$ cat src/rtl/stm_sat_cnt.sv
// +-----------------------------------------------------------------------------+
// | stm_sat_cnt : up-counter that sticks at all-ones, with synchronous clear    |
// | Rev 1.0 : initial release                                                   |
// +-----------------------------------------------------------------------------+
`default_nettype none

module stm_sat_cnt #(
  parameter int W = 8
) (
  input  logic         clk,
  input  logic         Rst,
  input  logic         clr,
  input  logic         inc,
  output logic [W-1:0] q
);

  localparam logic [W-1:0] C_MAX = {W{1'b1}};

  logic [W-1:0] cnt_q;

  always_ff @(posedge clk) begin
    if (Rst) begin
      cnt_q <= '0;
    end else if (clr) begin
      cnt_q <= '0;
    end else if (inc && (cnt_q != C_MAX)) begin
      cnt_q <= cnt_q + 1'b1;
    end
  end

  assign q = cnt_q;

endmodule

`default_nettype wire

$ cat config.mk
export PLATFORM = sky130hd
export DESIGN_NAME = stm_sat_cnt
export DESIGN_NICKNAME = d
export VERILOG_FILES = /design/src/rtl/stm_sat_cnt.sv
export SDC_FILE = /design/constraint.sdc
export NUM_CORES = 1
export LEC_CHECK = 0
export ABC_AREA = 1
export BUFFER_PORTS_ARGS = -buffer_cell sky130_fd_sc_hd__clkbuf_2
export CORE_AREA = 10 10 47 49
export CTS_BUF_LIST = sky130_fd_sc_hd__clkbuf_16
export CTS_CLUSTER_SIZE = 24
export DETAILED_ROUTE_END_ITERATION = 16
export DIE_AREA = 0 0 57 59
export PLACE_DENSITY = 0.65
export SLEW_MARGIN = 20
export SYNTH_ARGS = -nofsm -noshare
export SYNTH_HDL_FRONTEND = slang
export SYNTH_SLANG_ARGS = --single-unit
export TNS_END_PERCENT = 5
$ cat constraint.sdc
create_clock -name clk -period 1.75 [get_ports clk]
set_clock_uncertainty 0.1 [all_clocks]
set_input_delay 0 -clock clk [delete_from_list [all_inputs] [get_ports clk]]
set_output_delay 0 -clock clk [all_outputs]
set_load 0.02 [all_outputs]
---- Word-level counts from Yosys, hierarchy flattened ----
Cells that the tools add are included.
cells by class
  $add $sub $neg .......................... 1
  equality and inequality tests ........... 1
  reduce and logical (&&, ||, !) cells .... 2
operators with widths
  cell                                          count
  adder 8 x 1 -> 8 bit (second input constant)  1
  != test 8 bit (second input constant)         1
  OR reduction 2 bit                            1
  logical AND 1 bit                             1
word-level totals
  bits in registers ....................... 8
  input bits .............................. 4
  output and inout port bits .............. 8

---- Depth between registers and ports, before layout ----
  depth after elaboration ................. 2
  mapped depth ............................ 7
  mapped depth without buffers ............ 7

---- Least setup slack after synthesis ----
No wires, ideal clock.
  kind .................................... register to register
  start ................................... register cnt_q[0] (netlist: q[0])
  end ..................................... register cnt_q[0] (netlist: q[0])
  library setup time ...................... 115 ps
  arrival ................................. 1177 ps
  data required time ...................... 1535 ps
  slack ................................... 358 ps
  cell stages (with the launch flop) ...... 7
  path buffers ............................ 0
  period minus slack after synthesis ...... 1392 ps
  path through ............................ dfxtp_1 ha_1 nand2_1 inv_2 nand3_4 a21oi_1 nor2_1
between the ends
  longest elaborated chain between the ends .. 2
  elaborated cells between the ends (all ways) .. 3
  classes of those cells .................. add/sub (1); eq/ne (1); reduce/logical (1)
ends and longest elaborated chain
  item                                                          line  text
  from (decl)                                                   19    logic [W-1:0] cnt_q;
  from (signal assigned)                                        27    cnt_q <= cnt_q + 1'b1;
  branches (longest 2 deep; another with adder 8 x 1 -> 8 bit)  --
Several ways; the timed one is not identified.
A chain may end at the register's enable or synchronous reset.

---- Final worst setup path ----
  start ................................... register cnt_q[0] (netlist: q[0])
  end ..................................... register cnt_q[3] (netlist: q[3])
Same word-level chain as after synthesis.

==> flow_metrics.env <==
export IMPL_status="finished clean"
export IMPL_post_route_drc_count=0
export IMPL_synth_seq_cells=8
export IMPL_endpoint_kind="register"
export IMPL_vias=507
export IMPL_fin_area_sq_um=607
export IMPL_drtAntennaViolNets=0
export IMPL_core_area_sq_um=1400
export IMPL_yosys_warnings=0
export IMPL_io_buffer_count=11
export IMPL_drtIter0Drc=12
export IMPL_row_count=14
export IMPL_p_leak_nw=0.275
export IMPL_nFillCells=155
export IMPL_synthToLayoutAreaGrowth_pct=31.8
export IMPL_slew_headroom_pct=66.1
export IMPL_p_per_area_nw_per_um2=1010
export IMPL_fin_crit_ps=1330
export IMPL_cts_setup_buffers=0
export IMPL_root_buffer="clkbuf_16"
export IMPL_tns_ps=0
export IMPL_setup_viol=0
export IMPL_antenna_found_initial=0
export IMPL_synthesis_area_sq_um=460
export IMPL_grt_pass1_wl_um=1900
export IMPL_gr_total_overflow=0
export IMPL_largest_reg_flops=8
export IMPL_drtPass1Iterations=4
export IMPL_multiInputGateArea_sq_um=263
export IMPL_hold_viol=0
export IMPL_io_pins=12
export IMPL_critPathLaunchType="register"
export IMPL_synthCells=73
export IMPL_mostFrequentLayoutCells="nand2_1 (18), nor2_1 (15), clkbuf_2 (11)"
export IMPL_hpwl_um=786
export IMPL_min_path_type="in2reg"
export IMPL_nets=93
export IMPL_gr_usage_all_layers_pct=7.31
export IMPL_rsz0062_at_grt="false"
export IMPL_ys_seq_area_share_pct=34.8
export IMPL_yosysUniqueCellTypes=14
export IMPL_cts_tree="done"
export IMPL_regArea_sq_um=160
export IMPL_worstPathArrival_ps=1350
export IMPL_fp_dieW_um=57
export IMPL_cp_max_fo=10
export IMPL_tightest_slew_ps=507
export IMPL_wl_um=1050
export IMPL_syn_nets=78
export IMPL_routedWlPerCell_um=10.3
export IMPL_die_h_um=59
export IMPL_maxSlewViolCount=0
export IMPL_initial_utilization_pct=32.9
export IMPL_regToRegStartpoint="q[0]$_SDFFE_PP0P_"
export IMPL_setup_worst_path_start="q[0]$_SDFFE_PP0P_"
export IMPL_clk_pin_slew_worst_paths_ps=40
export IMPL_holdBufCountCts=0
export IMPL_die_area_sq_um=3360
export IMPL_cts_sinks=8
export IMPL_holdCritStartpoint="Rst"
export IMPL_hold_slack_ps=18.4
export IMPL_peakVddDrop_mv=0.489
export IMPL_min_period_over_period_pct=75.9
export IMPL_fmax_mhz=753
export IMPL_gp_congestion=0.758
export IMPL_cts_buffer_depth=2
export IMPL_insertion_delay_ps=230
export IMPL_drv_cap=0
export IMPL_synth_avg_cell_area_sq_um=6.31
export IMPL_drive_above_1_share_pct=22.1
export IMPL_h_tree_depth=1
export IMPL_grt_start_max_net_pins=13
export IMPL_drt_vias_per_instance=4.97
export IMPL_worstSetupPathType="reg2reg"
export IMPL_placed_cell_area_sq_um=532
export IMPL_critical_path_required_ps=1770
export IMPL_postCtsResizedCells=0
export IMPL_first_global_vias=466
export IMPL_n_antenna_cell=0
export IMPL_mostFrequentLayoutCell="nand2_1"
export IMPL_cts_made_buffers=3
export IMPL_power_w=0.000611
## metrics by stage
| stage | cells | setup WS (ps) | utilization, % |
|---|---|---|---|
| 2_1_floorplan | 73 | 358 | - |
| 3_3_place_gp | 99 | 459 | 37.9 |
| 3_5_place_dp | 99 | 428 | 37.9 |
| 4_1_cts | 102 | 427 | 43.3 |
| 5_1_grt | 102 | 260 | 43.3 |
| 6_report | 102 | 423 | 43.3 |
## per-layer routing
metal	wire (um)	vias to the layer above	track usage (%)
met5	0	-	0
met4	55	0	8.05
met2	453	18	10.4
li1	-	258	-
met1	452	227	7.37
met3	85	4	3.43
## critical path, cell delays in order, from the launching register on
cell	delay [ps]
dfxtp_1	400
ha_1	190
nand2_1	80
inv_2	100
nand3_4	130
a21oi_1	150
nor2_1	60
## layout make-up
| type | instances | area share [%] |
|---|---|---|
| timing repair buffer | 11 | 9.07 |
| sequential | 8 | 26.4 |
| tap | 16 | 3.30 |
| inverter | 9 | 5.57 |
| multi-input combinational | 55 | 43.3 |
| clock buffer | 3 | 12.4 |
## worst paths after layout
| kind | slack, ps | depth (start not counted) | end |
|---|---|---|---|
| min | 20 | 4 | q[2]$_SDFFE_PP0P_ |
| max reg2reg | 420 | 6 | q[3]$_SDFFE_PP0P_ |
| min reg2reg | 400 | 2 | q[6]$_SDFFE_PP0P_ |
| max | 420 | 6 | q[3]$_SDFFE_PP0P_ |
## synthesized netlist by cell type
cell type | n | area (sq um)
a21oi_1 | 6 | 30.0
nor2_1 | 15 | 56.3
nand4_1 | 1 | 6.26
nand3_4 | 1 | 17.5
nor2_4 | 1 | 11.3
dfxtp_1 | 8 | 160
o21ai_0 | 2 | 10.0
nand3_1 | 9 | 45.0
nand2_1 | 18 | 67.6
clkbuf_1 | 1 | 3.75
ha_1 | 1 | 12.5
nand2_2 | 1 | 6.26
inv_1 | 7 | 26.3
inv_2 | 2 | 7.51
## power breakdown
part	total, W	switching [W]	internal [W]
registers	0.000192	0.00000484	0.000187
logic	0.0000347	0.0000220	0.0000127
clock network	0.000384	0.0000898	0.000295
## kinds of logic after synthesis
logic type / after synthesis / synth area share (%)
buf+inv: 10 / 8.15
fa+ha+maj: 1 / 2.72
simple gates: 46 / 45.7
compound gates: 8 / 8.70
flops: 8 / 34.8
(Power assumes the default switching activity.)
